`config.mk`:
```
export PLATFORM = sky130hd
export DESIGN_NAME = spi_target_regs
export DESIGN_NICKNAME = d
export VERILOG_FILES = /design/src/rtl/spi_target_regs.sv
export SDC_FILE = /design/constraint.sdc
export NUM_CORES = 1
export LEC_CHECK = 0
export ABC_CLOCK_PERIOD_IN_PS = 6100
export CORE_MARGIN = 3
export CORE_UTILIZATION = 45
export CTS_BUF_LIST = sky130_fd_sc_hd__clkbuf_2
export DETAILED_ROUTE_END_ITERATION = 10
export HOLD_SLACK_MARGIN = 0.12
export PLACE_DENSITY = 0.72
export SLEW_MARGIN = 25
export SYNTH_ARGS = -nofsm -noshare
export SYNTH_HDL_FRONTEND = slang
export SYNTH_SLANG_ARGS = --single-unit
```
`constraint.sdc`:
```
create_clock -name clk_50 -period 6.1 [get_ports clk_50]
set_input_delay 1.22 -clock clk_50 [delete_from_list [all_inputs] [get_ports clk_50]]
set_output_delay 1.22 -clock clk_50 [all_outputs]
set_load 0.1 [all_outputs]
```
`src/rtl/spi_target_regs.sv`:
```
// ---------------------------------------------------------------------------
// spi_target_regs
//
// SPI mode-0 target with a four-entry register file. SCLK, SSn and MOSI are
// oversampled on clk_50; nothing in this block is clocked by SCLK.
//
// Frame: 16 bits, MSB first.
//   byte 0 = command: bit7 R/nW (1 = read), bits[1:0] address
//   byte 1 = data (write) / register value returned on MISO (read and write)
//
// Address map: 0 ID_VALUE (RO), 1 status_in snapshot (RO),
//              2 ctrl0_q (RW), 3 ctrl1_q (RW)
//
// Ports:
//   clk_50        system clock
//   fpga_reset_n  asynchronous active-low reset
//   spi_sclk      SPI clock (CPOL=0)
//   spi_ssn       target select, active-low
//   spi_mosi      master-out data
//   spi_miso      target-out data
//   spi_miso_oe   MISO output enable, high while selected
//   status_in     status byte, sampled when an address-1 read is loaded
//   ctrl0_q       control register, address 2
//   ctrl1_q       control register, address 3
//   wr_strobe     one-cycle pulse on a control register write
//   wr_addr       address of the last control register write
//
// state | meaning
// ------+---------------------------------------------------------------
// IDLE  | not selected, waiting for SSn low
// CMD   | shifting in the command byte
// DATA  | shifting the data byte in and the addressed value out
// DONE  | frame complete, further SCLK edges ignored until SSn high
// ---------------------------------------------------------------------------
module spi_target_regs #(
    parameter logic [7:0] ID_VALUE   = 8'hA5,
    parameter logic [7:0] CTRL_RESET = 8'h00
) (
    input  logic       clk_50,
    input  logic       fpga_reset_n,
    input  logic       spi_sclk,
    input  logic       spi_ssn,
    input  logic       spi_mosi,
    output logic       spi_miso,
    output logic       spi_miso_oe,
    input  logic [7:0] status_in,
    output logic [7:0] ctrl0_q,
    output logic [7:0] ctrl1_q,
    output logic       wr_strobe,
    output logic [1:0] wr_addr
);

    typedef enum logic [1:0] {
        IDLE = 2'd0,
        CMD  = 2'd1,
        DATA = 2'd2,
        DONE = 2'd3
    } state_t;

    // Synchronizer chains. SSn stages reset low so that a target held
    // selected through reset never sees a fresh SSn fall; the armed flag
    // then demands an SSn-high period before the first frame is accepted.
    logic sclk_s1_q, sclk_s2_q, sclk_s3_q;
    logic ssn_s1_q,  ssn_s2_q,  ssn_s3_q;
    logic mosi_s1_q, mosi_s2_q;
    logic armed_q,   armed_d;

    state_t     state_q,    state_d;
    logic [4:0] bit_cnt_q,  bit_cnt_d;
    logic [6:0] rx_sr_q,    rx_sr_d;
    logic [7:0] tx_sr_q,    tx_sr_d;
    logic       cmd_rd_q,   cmd_rd_d;
    logic [1:0] cmd_addr_q, cmd_addr_d;
    logic [7:0] ctrl0_d,    ctrl1_d;
    logic       wr_strobe_q, wr_strobe_d;
    logic [1:0] wr_addr_q,  wr_addr_d;

    logic       sclk_rise, sclk_fall, ssn_rise;
    logic [7:0] rx_byte;
    logic [7:0] rd_value;

    assign sclk_rise = sclk_s2_q & ~sclk_s3_q;
    assign sclk_fall = ~sclk_s2_q & sclk_s3_q;
    assign ssn_rise  = ssn_s2_q & ~ssn_s3_q;

    // Completed byte including the bit arriving on this rise.
    assign rx_byte = {rx_sr_q, mosi_s2_q};

    always_comb begin
        rd_value = ID_VALUE;
        case (cmd_addr_q)
            2'd0:    rd_value = ID_VALUE;
            2'd1:    rd_value = status_in;
            2'd2:    rd_value = ctrl0_q;
            default: rd_value = ctrl1_q;
        endcase
    end

    always_comb begin
        state_d     = state_q;
        bit_cnt_d   = bit_cnt_q;
        rx_sr_d     = rx_sr_q;
        tx_sr_d     = tx_sr_q;
        cmd_rd_d    = cmd_rd_q;
        cmd_addr_d  = cmd_addr_q;
        ctrl0_d     = ctrl0_q;
        ctrl1_d     = ctrl1_q;
        wr_strobe_d = 1'b0;
        wr_addr_d   = wr_addr_q;
        armed_d     = armed_q | ssn_s2_q;

        if (ssn_rise) begin
            // Deselect aborts whatever frame is in flight.
            state_d   = IDLE;
            bit_cnt_d = 5'd0;
        end else begin
            case (state_q)
                IDLE: begin
                    bit_cnt_d = 5'd0;
                    rx_sr_d   = 7'd0;
                    tx_sr_d   = 8'd0;
                    if (armed_q && !ssn_s2_q) begin
                        state_d = CMD;
                    end
                end

                CMD: begin
                    if (sclk_rise) begin
                        rx_sr_d   = rx_byte[6:0];
                        bit_cnt_d = bit_cnt_q + 5'd1;
                        if (bit_cnt_q == 5'd7) begin
                            cmd_rd_d   = rx_byte[7];
                            cmd_addr_d = rx_byte[1:0];
                            state_d    = DATA;
                        end
                    end
                end

                DATA: begin
                    if (sclk_fall) begin
                        // First fall after the command byte loads the
                        // addressed value; later falls shift it out.
                        if (bit_cnt_q == 5'd8) begin
                            tx_sr_d = rd_value;
                        end else begin
                            tx_sr_d = {tx_sr_q[6:0], 1'b0};
                        end
                    end
                    if (sclk_rise) begin
                        rx_sr_d   = rx_byte[6:0];
                        bit_cnt_d = bit_cnt_q + 5'd1;
                        if (bit_cnt_q == 5'd15) begin
                            state_d = DONE;
                            if (!cmd_rd_q && cmd_addr_q[1]) begin
                                if (cmd_addr_q[0]) begin
                                    ctrl1_d = rx_byte;
                                end else begin
                                    ctrl0_d = rx_byte;
                                end
                                wr_strobe_d = 1'b1;
                                wr_addr_d   = cmd_addr_q;
                            end
                        end
                    end
                end

                default: begin
                    // DONE: hold until SSn rises.
                end
            endcase
        end
    end

    always_ff @(posedge clk_50 or negedge fpga_reset_n) begin
        if (!fpga_reset_n) begin
            sclk_s1_q   <= 1'b0;
            sclk_s2_q   <= 1'b0;
            sclk_s3_q   <= 1'b0;
            ssn_s1_q    <= 1'b0;
            ssn_s2_q    <= 1'b0;
            ssn_s3_q    <= 1'b0;
            mosi_s1_q   <= 1'b0;
            mosi_s2_q   <= 1'b0;
            armed_q     <= 1'b0;
            state_q     <= IDLE;
            bit_cnt_q   <= 5'd0;
            rx_sr_q     <= 7'd0;
            tx_sr_q     <= 8'd0;
            cmd_rd_q    <= 1'b0;
            cmd_addr_q  <= 2'd0;
            ctrl0_q     <= CTRL_RESET;
            ctrl1_q     <= CTRL_RESET;
            wr_strobe_q <= 1'b0;
            wr_addr_q   <= 2'd0;
        end else begin
            sclk_s1_q   <= spi_sclk;
            sclk_s2_q   <= sclk_s1_q;
            sclk_s3_q   <= sclk_s2_q;
            ssn_s1_q    <= spi_ssn;
            ssn_s2_q    <= ssn_s1_q;
            ssn_s3_q    <= ssn_s2_q;
            mosi_s1_q   <= spi_mosi;
            mosi_s2_q   <= mosi_s1_q;
            armed_q     <= armed_d;
            state_q     <= state_d;
            bit_cnt_q   <= bit_cnt_d;
            rx_sr_q     <= rx_sr_d;
            tx_sr_q     <= tx_sr_d;
            cmd_rd_q    <= cmd_rd_d;
            cmd_addr_q  <= cmd_addr_d;
            ctrl0_q     <= ctrl0_d;
            ctrl1_q     <= ctrl1_d;
            wr_strobe_q <= wr_strobe_d;
            wr_addr_q   <= wr_addr_d;
        end
    end

    assign spi_miso    = (state_q == DATA) & tx_sr_q[7];
    assign spi_miso_oe = armed_q & ~ssn_s2_q;
    assign wr_strobe   = wr_strobe_q;
    assign wr_addr     = wr_addr_q;

endmodule

```
==> flow_summary.ini <==
[sta]
slew_violations = 0
grt_setup_unrepaired = false
hold_viol = 0
fmax_mhz = 266
clock_skew_ns = 0.0161
finalSetupTns_ns = 0
finalSetupViolCount = 0
tightest_slew_ns = 1.00
min_period_ns = 3.77
holdWs_ns = 0.388
finalCritPeriodShare_pct = 61.7
slew_headroom_pct = 33.1

[worst_hold_path]
hold_path.class = reg -> reg
min-delay-start = sclk_s1_q

[clock_tree]
clk_latency_ns = 0.45
cts_buffers = 5
clockBufferDepth = 2
cts-root-buf = clkbuf_2
hold_buffers = 0
clock-sinks = 53
cts_resized = 0
tritoncts = built
cts_setup_buffers = 0
clk_pin_slew_ns = 0.26
cts_max_level = 2

[grt]
track_usage_pct = 16.9
grt_pass1_wl_mm = 8.18
grt_max_degree = 54
grt_pass1_vias = 1610
antenna_found_initial = 0
grt_overflow = 0

[critical_path]
cp_max_fo = 6
regToRegStartpoint = bit_cnt_q[0]
worstPathRequired_ns = 4.88
crit_path_start = state_q[0]
cp-start-kind = flip-flop
crit_path_end_kind = output pin
crit_type = reg -> out
arrival_ns = 2.55

[route]
first_pass_iters = 4
totalWireLength_mm = 4.60
wire_per_inst_um = 15.2
drc = 0
drt-vias-per-instance = 5.27
drtIter0Drc = 131
antenna_left = 0
vias = 1596

[finish]
antenna-diode-count = 0
syn2layout_area_growth_pct = 17.8
nFillCells = 453
layout-drive-gt1-share_pct = 16.3
num-nets-final = 252

[floorplanning]
die_w_um = 79.4
dieArea_um2 = 6300
die_h_um = 79.4
start_util_pct = 47.1
io_pins = 34
core_area_um2 = 5140
row_count = 26

[logic_synthesis]
ys_seq_area_share_pct = 54.8
synth_nets = 217
synth_edf_count = 0
ys_warn_count = 0
synthCells = 197
synth_area_per_cell_um2 = 12.3
async_flop_share_pct = 100
synth_area_um2 = 2420
synth_ff_type = dfrtp_1
synth_cell_types = 40
synth-seq-cells = 53

[power]
p_total_mw = 0.679
irDropWorstVdd_uv = 164
power.density_nw_per_um2 = 238
cellLeakagePower_nw = 1.28

[placement]
port_buffers = 33
dp_hpwl_mm = 3.31
gp_congestion = 0.786

[flow_run]
max-cap-violations = 0

[outcome]
status = completed
-- cells in the final DEF (no fill, tap or decap), types with 2 or more instances in the layout --
master and n:
nand2b_1 4, xor2_1 2, nand2_1 19, ha_1 7
clkdlybuf4s50_1 32, and3b_1 2, mux2_2 15, a21o_1 2
nand3_1 6, or2_2 2, and2_1 2, a22o_1 11
a22oi_1 4, inv_1 6, o211ai_1 3, o21ai_0 9
a21oi_1 4, dfrtp_1 53, nor2b_1 3, nor2_1 8
mux2_4 8, mux2i_1 4, nand3b_1 3, clkbuf_2 5
-- layout make-up --
| type | instances | area [um^2] | share of cell area [%] |
|---|---|---|---|
| Multi-Input combinational cell | 132 | 1040 | 36.4 |
| Clock buffer | 5 | 25.0 | 0.878 |
| Sequential cell | 53 | 1330 | 46.5 |
| Inverter | 6 | 22.5 | 0.790 |
| Timing Repair Buffer | 34 | 333 | 11.7 |
| Clock inverter | 3 | 20.0 | 0.702 |
| Tap cell | 70 | 87.6 | 3.07 |
-- cells by family (layout without fill, tap and decap cells) --
group                    after synthesis  after routing  share of synthesized area, %
AO/OA/AOI/OAI                         37             37                          10.6
multiplexers                          27             27                          13.6
flip-flops                            53             53                          54.8
adder cells (fa/ha/maj)                7              7                          3.62
XOR/XNOR                               2              2                         0.724
AND/OR/NAND/NOR                       59             59                          14.3
buffers and inverters                 12             48                          2.38
-- state kept, by name, indices dropped and copies added, names as in the netlist --
signal	cells
ctrl0_q	8
ctrl1_q	8
tx_sr_q	8
rx_sr_q	7
bit_cnt_q	5
cmd_addr_q	2
state_q	2
wr_addr	2
armed_q	1
cmd_rd_q	1
mosi_s1_q	1
mosi_s2_q	1
sclk_s1_q	1
sclk_s2_q	1
sclk_s3_q	1
ssn_s1_q	1
ssn_s2_q	1
ssn_s3_q	1
wr_strobe	1
-- path summary, 6_finish.rpt --
check / endpoint / slack [ns] / cells after the start
worst max-delay path: spi_miso / 2.33 / 4
worst min-delay path: sclk_s2_q / 0.39 / 0
worst max register to register: ctrl0_q[2] / 3.64 / 7
worst min register to register: sclk_s2_q / 0.39 / 0
max in group asynchronous: state_q[0] / 4.84 / 2
min in group asynchronous: tx_sr_q[4] / 0.83 / 2
-- routing by layer --
layer	up-vias	part of all wire, %	GRT usage, %
met5	-	0	0
met4	0	1.4	6.19
met2	30	46	24.2
met3	8	4.0	4.20
li1	776	-	-
met1	782	49	24.6
-- through the flow --
stage          instances  utilization [%]  cell area [um^2]  setup slack, ns
2_1_floorplan        197                -              2420             3.42
3_5_place_dp         295             54.6              2810             2.84
3_3_place_gp         295             54.6              2810             2.88
6_report             303             55.5              2850             2.33
5_1_grt              303             55.5              2850             2.20
4_1_cts              303             55.5              2850             2.31
-- worst max-delay path, stage by stage (launching register included) --
cell and delay [ns]:
dfrtp_1 0.45, inv_1 0.10, ha_1 0.27, and2_1 0.16, clkdlybuf4s50_1 1.12
-- power by group --
part           internal (mW)  switching [mW]  total [mW]
logic                 0.0551           0.102       0.157
clock network         0.0284           0.114       0.142
registers              0.367          0.0131       0.380
total                  0.450           0.229       0.679
-- synthesized netlist by cell type (3+ instances only) --
master | number | area [um^2]
mux2i_1 | 4 | 40.0
nand2_1 | 19 | 71.3
nand3b_1 | 3 | 22.5
nand3_1 | 6 | 30.0
a22o_1 | 11 | 96.3
nor2b_1 | 3 | 18.8
inv_1 | 6 | 22.5
nor2_1 | 8 | 30.0
o21ai_0 | 9 | 45.0
mux2_4 | 8 | 120
dfrtp_1 | 53 | 1330
a22oi_1 | 4 | 30.0
ha_1 | 7 | 87.6
nand2b_1 | 4 | 25.0
mux2_2 | 15 | 169
o211ai_1 | 3 | 22.5
clkbuf_1 | 3 | 11.3
a21oi_1 | 4 | 20.0
No activity file was read; power rests on OpenSTA's default activity.
